===== config.mk =====
export PLATFORM = sky130hd
export DESIGN_NAME = wb_arbiter_2m
export DESIGN_NICKNAME = d
export VERILOG_FILES = /design/src/rtl/wb_arbiter_2m.sv
export SDC_FILE = /design/constraint.sdc
export NUM_CORES = 1
export LEC_CHECK = 0
export ABC_AREA = 1
export CORE_AREA = 4 4 125 127
export CTS_CLUSTER_SIZE = 40
export DETAILED_ROUTE_END_ITERATION = 10
export DIE_AREA = 0 0 129 131
export SETUP_SLACK_MARGIN = 0.05
export SLEW_MARGIN = 20
export SYNTH_ARGS = -nofsm -noshare
export SYNTH_HDL_FRONTEND = slang
export SYNTH_SLANG_ARGS = --single-unit

===== constraint.sdc =====
create_clock -name wb_clk -period 1.4 [get_ports wb_clk]
set_input_delay 0.28 -clock wb_clk [delete_from_list [all_inputs] [get_ports wb_clk]]
set_output_delay 0.28 -clock wb_clk [all_outputs]
set_load 0.005 [all_outputs]

===== src/rtl/wb_arbiter_2m.sv =====
// Two-master round-robin Wishbone arbiter in front of one slave port.
// Ownership is held for a whole wb_cyc frame; a watchdog errors out unanswered strobes.
module wb_arbiter_2m #(
  parameter int dw      = 32,
  parameter int aw      = 32,
  parameter int TIMEOUT = 16
) (
  input  logic          wb_clk,
  input  logic          wb_rst_n,

  input  logic          m0_cyc_i,
  input  logic          m0_stb_i,
  input  logic          m0_we_i,
  input  logic [aw-1:0] m0_adr_i,
  input  logic [dw-1:0] m0_dat_i,
  input  logic [3:0]    m0_sel_i,
  output logic [dw-1:0] m0_dat_o,
  output logic          m0_ack_o,
  output logic          m0_err_o,
  output logic          m0_rty_o,

  input  logic          m1_cyc_i,
  input  logic          m1_stb_i,
  input  logic          m1_we_i,
  input  logic [aw-1:0] m1_adr_i,
  input  logic [dw-1:0] m1_dat_i,
  input  logic [3:0]    m1_sel_i,
  output logic [dw-1:0] m1_dat_o,
  output logic          m1_ack_o,
  output logic          m1_err_o,
  output logic          m1_rty_o,

  output logic          s_cyc_o,
  output logic          s_stb_o,
  output logic          s_we_o,
  output logic [aw-1:0] s_adr_o,
  output logic [dw-1:0] s_dat_o,
  output logic [3:0]    s_sel_o,
  input  logic [dw-1:0] s_dat_i,
  input  logic          s_ack_i,
  input  logic          s_err_i,
  input  logic          s_rty_i,

  output logic [1:0]    grant_o,
  output logic          timeout_o
);

  // State encoding doubles as the one-hot grant vector.
  typedef enum logic [1:0] {
    IDLE = 2'b00,
    OWN0 = 2'b01,
    OWN1 = 2'b10
  } state_t;

  localparam int CW  = (TIMEOUT > 0) ? $clog2(TIMEOUT + 1) : 1;
  localparam int LIM = (TIMEOUT > 0) ? TIMEOUT - 1 : 0;
  localparam logic [CW-1:0] LIMIT = CW'(LIM);

  state_t        state_q, state_d;
  logic          prio_q, prio_d;    // 0 favours m0, 1 favours m1
  logic [CW-1:0] cnt_q, cnt_d;

  logic own0, own1, act0, act1, term, wd_fire;

  // NOTE: state registers use non-blocking assignments so every flop samples
  // pre-edge values; the async reset clears state, which gates all outputs at once.
  always_ff @(posedge wb_clk or negedge wb_rst_n) begin
    if (!wb_rst_n) begin
      state_q <= IDLE;
      prio_q  <= 1'b0;
      cnt_q   <= '0;
    end else begin
      state_q <= state_d;
      prio_q  <= prio_d;
      cnt_q   <= cnt_d;
    end
  end

  // NOTE: every always_comb output gets a default first so no path infers a latch.
  always_comb begin
    state_d = state_q;
    prio_d  = prio_q;
    unique case (state_q)
      IDLE: begin
        if (m0_cyc_i && m1_cyc_i) state_d = prio_q ? OWN1 : OWN0;
        else if (m0_cyc_i)        state_d = OWN0;
        else if (m1_cyc_i)        state_d = OWN1;
      end
      OWN0: begin
        if (!m0_cyc_i) begin
          state_d = IDLE;
          prio_d  = 1'b1;
        end
      end
      OWN1: begin
        if (!m1_cyc_i) begin
          state_d = IDLE;
          prio_d  = 1'b0;
        end
      end
      default: state_d = IDLE;
    endcase
  end

  // Routing: an owner that drops cyc is cut off in the same cycle, so late
  // slave terminations never reach it.
  always_comb begin
    own0 = (state_q == OWN0);
    own1 = (state_q == OWN1);
    act0 = own0 && m0_cyc_i;
    act1 = own1 && m1_cyc_i;

    s_cyc_o = act0 || act1;
    s_stb_o = (act0 && m0_stb_i) || (act1 && m1_stb_i);
    s_we_o  = 1'b0;
    s_adr_o = '0;
    s_dat_o = '0;
    s_sel_o = '0;
    if (own0) begin
      s_we_o  = m0_we_i;
      s_adr_o = m0_adr_i;
      s_dat_o = m0_dat_i;
      s_sel_o = m0_sel_i;
    end else if (own1) begin
      s_we_o  = m1_we_i;
      s_adr_o = m1_adr_i;
      s_dat_o = m1_dat_i;
      s_sel_o = m1_sel_i;
    end

    term    = s_ack_i || s_err_i || s_rty_i;
    // A real termination on the expiry cycle wins over the watchdog.
    wd_fire = (TIMEOUT != 0) && s_stb_o && !term && (cnt_q == LIMIT);

    m0_ack_o  = act0 && s_ack_i;
    m0_err_o  = act0 && (s_err_i || wd_fire);
    m0_rty_o  = act0 && s_rty_i;
    m1_ack_o  = act1 && s_ack_i;
    m1_err_o  = act1 && (s_err_i || wd_fire);
    m1_rty_o  = act1 && s_rty_i;
    m0_dat_o  = own0 ? s_dat_i : '0;
    m1_dat_o  = own1 ? s_dat_i : '0;
    grant_o   = state_q;
    timeout_o = wd_fire;
  end

  always_comb begin
    cnt_d = cnt_q + 1'b1;
    if ((TIMEOUT == 0) || !s_stb_o || term || wd_fire) cnt_d = '0;
  end

endmodule


==> results of run 1 <==
## kinds of logic (layout without fill, tap and decap cells)
kind of cell             Yosys count  after routing  share of synthesized area, %
buffers and inverters             66            458                         17.87
flip-flops                         8              8                         13.30
adder cells (fa/ha/maj)            2              2                         1.662
XOR/XNOR                           2              2                         1.164
AO/OA/AOI/OAI                     74             74                         42.48
AND/OR/NAND/NOR                   87             87                         23.52
## metrics by stage
| step | setup WS (ns) | util (%) | instance area [um^2] | hold slack [ns] |
|---|---|---|---|---|
| finish | -0.5118 | 41.11 | 5929 | 0.3374 |
| global route | -0.5908 | 41.11 | 5929 | 0.3731 |
| CTS | -0.5259 | 39.04 | 5630 | 0.3559 |
| detailed placement | -0.6861 | 35.51 | 5122 | 0.4935 |
| global placement | -0.6732 | 35.51 | 5122 | 0.4665 |
| floorplan | 0.03882 | - | 1513 | -0.01559 |
## worst min path at each step
stage	from	endpoint	slack, ns	depth (start not counted)
floorplan	wb_rst_n	cnt_q[0]$_DFF_PN0_	-0.02	0
global placement	prio_q$_DFFE_PN0P_	grant_o[0]$_DFFE_PN0P_	0.47	1
detailed placement	prio_q$_DFFE_PN0P_	grant_o[0]$_DFFE_PN0P_	0.49	1
CTS	wb_rst_n	cnt_q[1]$_DFF_PN0_	0.36	1
global route	wb_rst_n	cnt_q[1]$_DFF_PN0_	0.37	1
finish	wb_rst_n	cnt_q[1]$_DFF_PN0_	0.34	1
## layout make-up
class                           instances  area, um^2
Inverter                               46       193.9
Timing Repair Buffer                  408        3745
Sequential cell                         8       201.4
Timing Repair inverter                  1       16.27
Fill cell                            1428        8494
Tap cell                              184       230.2
Multi-Input combinational cell        165        1468
Clock buffer                            3       75.07
## registers in the layout (all words and copies together) (netlist names)
signal and cells:
grant_o 2, cnt_q 5, prio_q 1
## critical path, delay by kind of cell (launching register included)
family / cells / cell delay (ns)
DFF: 1 / 0.43
buffers and inverters: 6 / 0.74
AOI/OAI and AO/OA: 1 / 0.19
and+or+nand+nor: 1 / 0.05
## cell usage in the layout, fill, tap and decap left out, drive strengths merged, types with 3 or more instances in the layout
cell type	n
clkdlybuf4s50	178
nor2	75
nand3	3
inv	47
a22o	69
nand2	5
buf	219
dfrtp	8
clkbuf	12
## metal layers
| metal | up-vias | GRT usage (%) | routed length (um) |
|---|---|---|---|
| li1 | 1617 | - | - |
| met4 | 0 | 1.421 | 105 |
| met2 | 169 | 28.17 | 8338 |
| met1 | 1668 | 19.36 | 6233 |
| met5 | - | 0 | 0 |
| met3 | 10 | 2.805 | 1212 |
## power breakdown
part | internal, uW | total, uW | switching, uW
Combinational | 2470 | 4240 | 1770
Sequential | 261 | 287 | 25.8
Clock | 368 | 471 | 103
## timing repair
action | CTS | global route
endpoints found under the hold margin | 0 | 0
gates cloned | 12 | 3
endpoints found under the setup margin | 149 | 149
buffers inserted | 39 | 14
resized for setup | 617 | 145
pin swaps | 31 | 33
==> reports/metrics.csv, run 1 <==
metric,value,unit
Syn Nets,420,
vias in the first global route,3466,
Die Y,131,um
synth-to-layout area growth,293.9,%
pwr dens,843.1,nW/um^2
antenna violation net count after detailed routing,0,
"Reg clk slew, reported paths",0.04,ns
critical path cell sequence,inv_2 -> nor2_4 -> buf_6 -> buf_12 -> buf_16 -> buf_6 -> a22o_1 -> buf_2,
placed cell count,752,
WS Path Type,reg -> out,
Final period util,136.6,%
post-DP HPWL,10860,um
synth top area cells,"a22o_1 (40%), nor2_1 (18%), dfrtp_1 (13%)",
most frequent cell after synthesis,nor2_1,
Yosys reg bits,8,
worst-case reg-to-reg path depth,8,
register area share after synthesis,13.30,%
setup ws final,-0.5118,ns
Layout Nets,814,
number of synthesized flops with an enable pin,0,
reg-to-reg startpoint,grant_o[1]$_DFFE_PN0P_,
# rows,44,
worst-margin pin slew,0.3744,ns
"Clk Latency, worst-skew pair",0.23,ns
Synth Cell Area,1505,um^2
Final Hold Vio Count,0,
Critical Path End Type,output port,
Initial Utilization,10.44,%
Synth cell types,19,
"Avg Cell Area, Syn",6.298,um^2
worst min-delay path class,in -> async,
Num CTS Buffers,3,
CP peak stage delay,0.43,ns
Tot Pwr,4999,uW
Mapped Cells,239,
Worst EP arrival,1.63,ns
hold buffers post-CTS,0,
first-pass GRT wire length,20150,um
maximum net fanout on the critical path,6,
failing checks,negative setup slack,
number of vias per cell,4.250,
Synth Flop Type,dfrtp_1,
clk buf depth,2,
most frequent CP cell,buf_6,
synth cell count leaders,"nor2_1 (73), a22o_1 (69), inv_1 (42)",
CP max-delay cell,dfrtp_2,
RR Endpoint,prio_q$_DFFE_PN0P_,
Setup TNS Final,-55.27,ns
core area,14420,um^2
Setup Skew,0.002568,ns
fmax,523.1,MHz
die area,16900,um^2
CP startpoint,grant_o[0]$_DFFE_PN0P_,
max-slew violations,0,
DRC viols,0,
Rel. slew slack,74.96,%
Total GRT Usage,15.34,%
Post-synth ARST share,100.0,%
synth warn,0,
diodes inserted,0,
Iter 0 DRT Violations,167,
max_cap viols,0,
# IOs,323,
Synth top area share,40.15,%
leakage power,0.002929,uW
Worst Setup Start Kind,flip-flop,
post-synth top area cell,a22o_1,
crit path capture,s_dat_o[17],
Max H-tree Level,1,
final non-filler cell total,815,
WL final,15890,um
Final min period,1.912,ns
run status,"complete, but fails checks",
unrepaired setup endpoints after global routing,yes,
Setup-failing EPs final,143,
largest net degree at the start of global routing,33,
initial antenna violation count,0,
clock sinks,8,
die width,129,um
drt wl/cell,19.50,um
CTS tree,done,
input/output buffers,322,
VDD IR max,0.5356,mV
Critical Path RT,1.12,ns
via count,3464,
R2R Setup Slk,0.01,ns
total grt overflow,0,
clock root cell,clkbuf_16,
Final GP Congestion,0.7977,
TritonRoute pass-1 iters,4,
fraction of layout cells with a size suffix above 1,48.97,%
(Power assumes the default switching activity.)
==> inputs of run 2 (changes only) <==
--- a/config.mk
+++ b/config.mk
@@ -10,7 +10,6 @@
 export CTS_CLUSTER_SIZE = 40
 export DETAILED_ROUTE_END_ITERATION = 10
 export DIE_AREA = 0 0 129 131
-export SETUP_SLACK_MARGIN = 0.05
 export SLEW_MARGIN = 20
 export SYNTH_ARGS = -nofsm -noshare
 export SYNTH_HDL_FRONTEND = slang
==> reports/metrics.csv, run 2 (synthesis gave the netlist of run 1 again) <==
metric,value,unit,change
run status,"complete, but fails checks",,
failing checks,negative setup slack,,
Die Y,131,um,unchanged
largest net degree at the start of global routing,33,,unchanged
Setup-failing EPs final,142,,-0.70%
storage element area,202.7,um^2,+0.62%
most frequent cells in the layout,"clkdlybuf4s50_1 (178), buf_2 (105), a22o_1 (69)",,
Rel. slew slack,74.83,%,-0.14 points
first-pass GRT wire length,18750,um,-6.9%
"Reg clk slew, reported paths",0.04,ns,about the same
fraction of layout cells with a size suffix above 1,50.16,%,+1.2 points
max reg flops,5,,unchanged
CP peak stage delay,0.36,ns,-0.07 ns
unrepaired setup endpoints after global routing,yes,,
die area,16900,um^2,unchanged
combinational share of power,84.3,%,-0.6 points
Pint,3075,uW,-0.81%
Setup Skew,0.002393,ns,-0.0001750 ns
pwr dens,820.3,nW/um^2,-2.7%
Fill cells,1416,,-0.84%
clock sinks,8,,unchanged
core area,14420,um^2,unchanged
switching share of power,37.53,%,-0.47 points
Worst EP arrival,1.65,ns,+0.02 ns
drt wl/cell,18.36,um,-5.8%
setup ws final,-0.5263,ns,-0.01451 ns
Total GRT Usage,14.25,%,-1.1 points
die width,129,um,unchanged
Final GP Congestion,0.8187,,+2.6%
CP max-delay cell,dfrtp_1,,
Worst Setup Start Kind,flip-flop,,
maximum net fanout on the critical path,2,,-4
RR Endpoint,cnt_q[3]$_DFF_PN0_,,
Multi-input gate area,1518,um^2,+3.4%
placed cell count,754,,+0.27%
reg-to-reg startpoint,grant_o[0]$_DFFE_PN0P_,,
WS Path Type,reg -> out,,
max_cap viols,0,,unchanged
Final Hold Vio Count,0,,unchanged
# rows,44,,unchanged
R2R Setup Slk,0.05,ns,+0.04 ns
worst-case reg-to-reg path depth,8,,unchanged
total grt overflow,0,,unchanged
antenna violation net count after detailed routing,0,,unchanged
Final period util,137.6,%,+1.0 points
leakage power,0.002923,uW,-0.20%
number of vias per cell,4.109,,-3.3%
post-DP HPWL,10200,um,-6.1%
most frequent CP cell,buf_6,,
via count,3353,,-3.2%
Flop pwr share,5.9,%,+0.2 points
fmax,519.1,MHz,-0.75%
synth-to-layout area growth,298.6,%,
Iter 0 DRT Violations,67,,-60%
Placed Area,5135,um^2,+0.24%
DRC viols,0,,unchanged
Final Cell Area,6000,um^2,+1.2%
Critical Path RT,1.12,ns,about the same
VDD IR max,0.5353,mV,about the same
WL final,14990,um,-5.7%
vias in the first global route,3268,,-5.7%
worst-margin pin slew,0.3764,ns,+0.002049 ns
CP startpoint,cnt_q[0]$_DFF_PN0_,,
hold buffers post-CTS,0,,unchanged
Psw,1847,uW,-2.8%
# IOs,323,,unchanged
Finished Core Util,41.59,%,+0.49 points
Setup TNS Final,-58.08,ns,-2.806 ns
input/output buffers,322,,unchanged
"commonest non-fill, non-tap cell in the layout",clkdlybuf4s50_1,,
Num CTS Buffers,3,,unchanged
crit path capture,m0_err_o,,
Layout Nets,815,,+0.12%
final non-filler cell total,816,,+0.12%
clk buf depth,2,,unchanged
diodes inserted,0,,unchanged
worst min-delay path class,in -> async,,
Max H-tree Level,1,,unchanged
CTS tree,done,,
Clk pwr share,9.8,%,+0.4 points
initial antenna violation count,0,,unchanged
most flop-heavy register,cnt_q,,
Initial Utilization,10.44,%,unchanged
critical path cell sequence,ha_2 -> and3_4 -> ha_4 -> nand3_4 -> buf_6 -> buf_6 -> a21oi_2 -> buf_2,,
"Clk Latency, worst-skew pair",0.23,ns,about the same
Critical Path End Type,output port,,
TritonRoute pass-1 iters,4,,unchanged
max-slew violations,0,,unchanged
clock root cell,clkbuf_16,,
Final min period,1.926,ns,+0.01451 ns
run 2: area by class of cell:
type                    instances  share of cell area [%]
repair buffers                410                   63.02
clock buffers                   3                   1.251
flip-flops and latches          8                   3.379
well taps                     184                   3.837
multi-input cells             165                   25.30
inverters                      46                   3.212
run 2: critical path: cells and delay by family, from the launching register on:
family | cells | cell delay [ns]
flip-flops | 1 | 0.36
buffers and inverters | 3 | 0.36
adder cells (fa/ha/maj) | 2 | 0.34
AND/OR/NAND/NOR | 2 | 0.25
AO/OA/AOI/OAI | 1 | 0.10
run 2: per-stage QoR:
stage | hold slack [ns] | power, uW | setup WS [ns]
after floorplan | -0.01559 | 1279 | 0.01619
after global placement | 0.4695 | 3458 | -0.6508
after detailed placement | 0.4811 | 3481 | -0.7043
after CTS | 0.3415 | 4509 | -0.7721
after global routing | 0.3518 | 5229 | -0.5870
final | 0.3336 | 4922 | -0.5263
run 2: power groups by stage:
stage                     sequential, uW  combinational [uW]  clock, uW
after floorplan                      289                 990          0
after CTS                            285                3730        493
final                                288                4150        484
after global placement               287                3170          0
after detailed placement             291                3190          0
after global routing                 290                4430        505
run 2: how the worst min path moves through the flow:
stage                       startpoint                endpoint  slack, ns
global placement    prio_q$_DFFE_PN0P_  grant_o[0]$_DFFE_PN0P_       0.47
finish                        wb_rst_n      cnt_q[1]$_DFF_PN0_       0.33
global route                  wb_rst_n      cnt_q[1]$_DFF_PN0_       0.35
detailed placement  prio_q$_DFFE_PN0P_  grant_o[0]$_DFFE_PN0P_       0.48
CTS                           wb_rst_n      cnt_q[1]$_DFF_PN0_       0.34
floorplan                     wb_rst_n      cnt_q[0]$_DFF_PN0_      -0.02
run 2: what timing repair did:
action                     4_1_cts  5_1_grt
cloned                           9        5
pin swaps                       17       58
setup endpoints to repair      149      148
buffers inserted                22       32
hold endpoints to repair         0        0
gates resized for setup        364      334
run 2: metal layers:
| layer | vias to the layer above | track usage (%) | share of wire (%) |
|---|---|---|---|
| li1 | 1608 | - | - |
| met1 | 1539 | 16.72 | 37 |
| met2 | 190 | 26.80 | 53 |
| met3 | 16 | 3.577 | 8.4 |
| met4 | 0 | 1.791 | 1.2 |
| met5 | - | 0 | 0 |
